<file path="src/rtl/serial_subtractor_nbit.sv">
// Bit-serial N-bit subtractor: D = A - B - Bin, one bit per clock, LSB first,
// through a single full-subtractor cell and a borrow flip-flop.
module serial_subtractor_nbit #(
  parameter int N  = 4,
  parameter int CW = 3
) (
  input  logic         clk,
  input  logic         rst_n,
  input  logic         start,
  input  logic [N-1:0] A,
  input  logic [N-1:0] B,
  input  logic         Bin,
  output logic [N-1:0] D,
  output logic         Bout,
  output logic         Z,
  output logic         busy,
  output logic         done
);

  typedef enum logic [1:0] {
    S_IDLE,
    S_SHIFT,
    S_DONE
  } state_t;

  state_t        state, state_nx;
  logic [N-1:0]  a_sr, a_sr_nx;
  logic [N-1:0]  b_sr, b_sr_nx;
  logic          br, br_nx;
  logic [CW-1:0] count, count_nx;
  logic [N-1:0]  d_nx;
  logic          bout_nx, z_nx, busy_nx, done_nx;

  logic          d_bit, br_bit;
  logic [N-1:0]  d_shift;

  always_ff @(posedge clk) begin
    if (!rst_n) begin
      state <= S_IDLE;
      a_sr  <= '0;
      b_sr  <= '0;
      br    <= 1'b0;
      count <= '0;
      D     <= '0;
      Bout  <= 1'b0;
      Z     <= 1'b0;
      busy  <= 1'b0;
      done  <= 1'b0;
    end else begin
      state <= state_nx;
      a_sr  <= a_sr_nx;
      b_sr  <= b_sr_nx;
      br    <= br_nx;
      count <= count_nx;
      D     <= d_nx;
      Bout  <= bout_nx;
      Z     <= z_nx;
      busy  <= busy_nx;
      done  <= done_nx;
    end
  end

  always_comb begin
    // Full-subtractor cell on the current LSBs; result bit enters D at the MSB.
    d_bit    = a_sr[0] ^ b_sr[0] ^ br;
    br_bit   = (~a_sr[0] & b_sr[0]) | (~(a_sr[0] ^ b_sr[0]) & br);
    d_shift  = {d_bit, D[N-1:1]};

    state_nx = state;
    a_sr_nx  = a_sr;
    b_sr_nx  = b_sr;
    br_nx    = br;
    count_nx = count;
    d_nx     = D;
    bout_nx  = Bout;
    z_nx     = Z;
    busy_nx  = busy;
    done_nx  = 1'b0;

    unique case (state)
      S_IDLE: begin
        if (start) begin
          a_sr_nx  = A;
          b_sr_nx  = B;
          br_nx    = Bin;
          count_nx = '0;
          d_nx     = '0;
          busy_nx  = 1'b1;
          state_nx = S_SHIFT;
        end
      end
      S_SHIFT: begin
        d_nx     = d_shift;
        br_nx    = br_bit;
        a_sr_nx  = a_sr >> 1;
        b_sr_nx  = b_sr >> 1;
        count_nx = count + CW'(1);
        if (count == CW'(N - 1)) begin
          state_nx = S_DONE;
          busy_nx  = 1'b0;
          done_nx  = 1'b1;
          bout_nx  = br_bit;
          z_nx     = (d_shift == '0);
        end
      end
      S_DONE: begin
        state_nx = S_IDLE;
      end
      default: begin
        state_nx = S_IDLE;
        busy_nx  = 1'b0;
      end
    endcase
  end

endmodule

</file>
<file path="config.mk">
export PLATFORM = sky130hd
export DESIGN_NAME = serial_subtractor_nbit
export DESIGN_NICKNAME = d
export VERILOG_FILES = /design/src/rtl/serial_subtractor_nbit.sv
export SDC_FILE = /design/constraint.sdc
export NUM_CORES = 1
export LEC_CHECK = 0
export ABC_CLOCK_PERIOD_IN_PS = 1300
export CORE_UTILIZATION = 47
export CTS_BUF_LIST = sky130_fd_sc_hd__clkbuf_8
export DETAILED_ROUTE_END_ITERATION = 8
export MAX_ROUTING_LAYER = met4
export PLACE_DENSITY = 0.77
export SLEW_MARGIN = 20
export SYNTH_ARGS = -nofsm -noshare
export SYNTH_HDL_FRONTEND = slang
export SYNTH_SLANG_ARGS = --single-unit
export TNS_END_PERCENT = 1
</file>
<file path="constraint.sdc">
create_clock -name clk -period 1.3 [get_ports clk]
set_input_delay 0.325 -clock clk [delete_from_list [all_inputs] [get_ports clk]]
set_output_delay 0.325 -clock clk [all_outputs]
set_load 0.01 [all_outputs]
</file>
# --- Word-level counts from Yosys, hierarchy flattened ---
# Index checks and enable logic that the tools add are counted.
# W data, S select, Z words.
word_totals:
  register_bits: 22
  latchBits: 0
  mem_bits_rw: 0
  romBits: 0
  in_bits: 12
  output_inout_bits: 8
  word_cells: 49
  n_memories: 0
classes:
  n_addsub: 1
  n_mul: 0
  n_div: 0
  order_cmp: 0
  eq_ne: 5
  shifts: 0
  n_mux: 17
  bitwise: 8
  reduce_logical: 8
op_table:
  columns: ["cell", "n"]
  rows:
  - ["$pmux W4 S2", 3]
  - ["$mux W4", 3]
  - ["$reduce_and A2 Y1", 4]
  - ["$pmux W3 S2", 1]
  - ["$logic_not A4 Y1", 1]
  - ["$mux W1", 4]
  - ["$mux W2", 2]
  - ["$ne A2 B2 Y1 const B", 2]
  - ["$pmux W2 S2", 1]
  - ["$add A3 B1 Y3 const B", 1]
  - ["$eq A3 B2 Y1 const B", 1]
  - ["$mux W3", 1]
  - ["$not A1 Y1", 3]
  - ["$pmux W1 S3", 1]
  - ["$reduce_and A3 Y1", 1]
  - ["$and A1 B1 Y1", 2]
  - ["$eq A2 B1 Y1 const B", 1]
  - ["$eq A2 B2 Y1 const B", 1]
  - ["$logic_not A2 Y1", 1]
  - ["$pmux W1 S2", 1]
  - ["$reduce_bool A2 Y1", 1]
  - ["$xor A1 B1 Y1", 2]
  - ["$or A1 B1 Y1", 1]

# --- Longest topological paths before layout ---
depth:
  ltp_word: 5
  ltp_mapped: 5
  ltp_nobuf: 5

# --- Worst setup path before layout ---
# No wires, ideal clock.
synth_timing:
  path_type: "flip-flop to flip-flop"
  startpoint: "register b_sr[0]"
  endpoint: "register Z"
  setup_time_ps: 70
  arrival_ps: 1192
  t_required_ps: 1230
  setup_slack_ps: 38
  path_stages_with_launch: 6
  path_buffers: 0
  synth_period_minus_slack_ps: 1262
  cell_sequence: "dfxtp_1 inv_1 fa_1 nor4_1 nand3_1 a21oi_1"
synth_between:
  elab_chain_len: 3
synth_lines:
  columns: ["element", "line_no", "rtl"]
  rows:
  - ["start, declared", "28", "logic [N-1:0] b_sr, b_sr_nx;"]
  - ["start signal, assigned", "52", "b_sr <= b_sr_nx;"]
  - ["$xor A1 B1 Y1 (2 in series)", "65", "d_bit = a_sr[0] ^ b_sr[0] ^ br;"]
  - ["$logic_not A4 Y1", "103", "z_nx = (d_shift == '0);"]
  - ["end signal, assigned", "57", "Z <= z_nx;"]
  - ["end, declared", "15", "output logic Z,"]
# Every way passes these cells.
# A chain may end at the register's enable or synchronous reset.

# --- Worst setup path in the final report ---
# Ends and elaborated chain as after synthesis.

==> impl_metrics.json <==
{
  "status": "finished clean",
  "ys.flop_type": "dfxtp_1",
  "core_area_um2": 1980,
  "dp_slack_ns": -0.215,
  "drt-total-wl_um": 2050,
  "path_buf_inv": 1,
  "path_max_fanout": 2,
  "path_cells": "inv_2 > fa_2 > nor4_2 > nand3_1 > a21oi_1",
  "cts_tree": "built",
  "endpoint_kind": "flop",
  "max_stage_delay_ns": 0.45,
  "setup_viol": 0,
  "critical_path.top_delay_family": "adder cells",
  "whs_path_depth": 2,
  "clk_latency_ns": 0.27,
  "ys_top_cells_by_area": "dfxtp_1 (44%), a211oi_2 (8.8%), nand2_1 (4.1%)",
  "clock_sinks": 22,
  "antenna_found_initial": 0,
  "htreeDepth": 1,
  "initial_core_util_pct": 50.4,
  "cts_made_buffers": 3,
  "critPathKind": "flop to flop",
  "netlist_area_um2": 1000,
  "yosysMostFrequentCell": "dfxtp_1",
  "timing.hold.ws_ns": 0.477,
  "grt.overflow.total": 0,
  "grt_use_total_pct": 21.9,
  "max_freq_ghz": 0.783,
  "drcViolationCount": 0,
  "synthTopCellsByCount": "dfxtp_1 (22), nand2_1 (11), nor2_1 (8)",
  "synth_edf_count": 0,
  "die_w_um": 48.1,
  "place_area_um2": 1290,
  "nets": 151,
  "synth_fp_nets": 118,
  "drtAntennaViolNets": 0,
  "ys_types": 29,
  "die_h_um": 48.1,
  "die_area_um2": 2320,
  "fin_total_pwr_w": 0.00152,
  "p_leak_nw": 0.556,
  "rows": 16,
  "cts_root_buffer": "clkbuf_8",
  "cpMaxStageDelayCell": "fa_2",
  "clkTransAtPathRegs_ns": 0.08,
  "initialDrtViolationCount": 12,
  "ir_drop_mv": 0.985,
  "finClkSkew_ns": 0.00337,
  "yosysSeqAreaShare_pct": 44.1,
  "synth_largest_area_cell": "dfxtp_1",
  "synth_top_area_share_pct": 44.1,
  "crit_required_ns": 1.50,
  "hold_class": "flop to flop",
  "grt_pass1_vias": 778,
  "dp_hpwl_um": 1590,
  "slew_viol_final": 0,
  "worstPathArrival_ns": 1.47,
  "syn2layout_area_growth_pct": 34.9,
  "port_buffers": 19,
  "reg2reg_slack_ns": 0.02,
  "crit_cells": 5,
  "num_vias": 842,
  "power_density_nw_per_um2": 1130,
  "cts.path.max_buffers": 2,
  "setup_tns_ns": 0,
  "routabilityCongestion": 0.777,
  "worstMarginPinSlew_ns": 0.399,
  "syn_inst": 103,
  "drive_above_1_share_pct": 29.6,
  "worstRegToRegCells": 5,
  "postCtsHoldBufs": 0,
  "final_area_um2": 1350,
  "async_reset_ff_share_pct": 0,
  "layout_min_cycle_time_ns": 1.28,
  "cp-start-kind": "flop",
  "drv_cap": 0,
  "grt_max_degree": 17,
  "period_share_pct": 98.2,
  "drt_pass1_iterations": 4,
  "grt_pass1_wl_um": 3240,
  "setup_slack_ns": 0.0229,
  "syn_area_per_cell_um2": 9.71,
  "ios": 20,
  "wire_per_inst_um": 12.6,
  "via_per_inst": 5.20,
  "rsz0062_at_grt": "true",
  "relSlewSlack_pct": 73.0,
  "ys_ff_latch": 22,
  "hold_viol": 0,
  "yosys_warnings": 0,
  "diodes": 0
}
-- tightest hold or removal path, cell delays in order, from the launching register on --
cell and delay (ns):
dfxtp_1 0.32, nand2_1 0.05, o21ai_0 0.06
-- path summary, 6_finish.rpt --
path,startpoint,endpoint
worst max-delay path,b_sr[0],Z
worst min-delay path,count[1],count[1]
worst max register to register,b_sr[0],Z
worst min register to register,count[1],count[1]
-- cell families (layout without fill, tap and decap cells) --
family,Yosys count,after routing,synth area share (%)
AOI/OAI and AO/OA,26,26,22.2
adders and majority gates,3,3,4.51
buffers and inverters,14,46,8.26
DFF,22,22,44.1
muxes,5,5,5.13
and+or+nand+nor,33,33,15.9
-- area by class of cell --
class / count / area (um2)
Clock buffer: 4 / 55.1
Fill cell: 155 / 633
Inverter: 7 / 26.3
Multi-Input combinational cell: 67 / 488
Sequential cell: 22 / 443
Tap cell: 27 / 33.8
Timing Repair Buffer: 35 / 303
-- sequential cells by signal, summed over array words and instances, names as in the netlist --
name and cells:
br 1, count 3, D 4, done 1, b_sr 4, Bout 1, state 2, busy 1
a_sr 4, Z 1
-- what timing repair did --
item                                    in CTS  in global routing
pin swaps                                    1                  2
resized for setup                           10                  6
endpoints found under the setup margin      10                  5
buffers inserted                             0                  0
-- routing by layer --
layer	track usage (%)	up-vias	part of all wire, %
met5	-	-	0
met1	25.2	395	46
met3	5.56	3	4.1
met4	8.89	0	1.2
met2	36.2	18	49
li1	-	426	-
-- per-stage QoR --
step / utilization (%) / cells
after floorplan: - / 103
after global placement: 65.0 / 158
after detailed placement: 65.0 / 158
after CTS: 67.7 / 162
after global routing: 68.1 / 162
final: 68.1 / 162
-- where the power goes --
| part | switching, W | total (W) | internal [W] |
|---|---|---|---|
| registers | 0.0000297 | 0.000743 | 0.000713 |
| clock network | 0.000228 | 0.000498 | 0.000270 |
| logic | 0.000128 | 0.000284 | 0.000155 |
-- layout by cell type, fill, tap and decap left out, types with 2 or more instances in the layout --
cell type,count
nand3_1,2
nor4b_1,2
a21oi_1,3
nand2_1,11
nand2b_1,2
o21ai_2,2
mux2i_1,4
dfxtp_1,20
dfxtp_2,2
ha_1,2
dlygate4sd2_1,8
nor2_1,8
buf_4,16
inv_1,5
clkdlybuf4s50_1,10
o22ai_1,6
clkbuf_8,4
inv_2,2
o21ai_0,4
a211oi_2,7
nor3_1,2
Note: power is estimated with default switching activity, not from simulation.
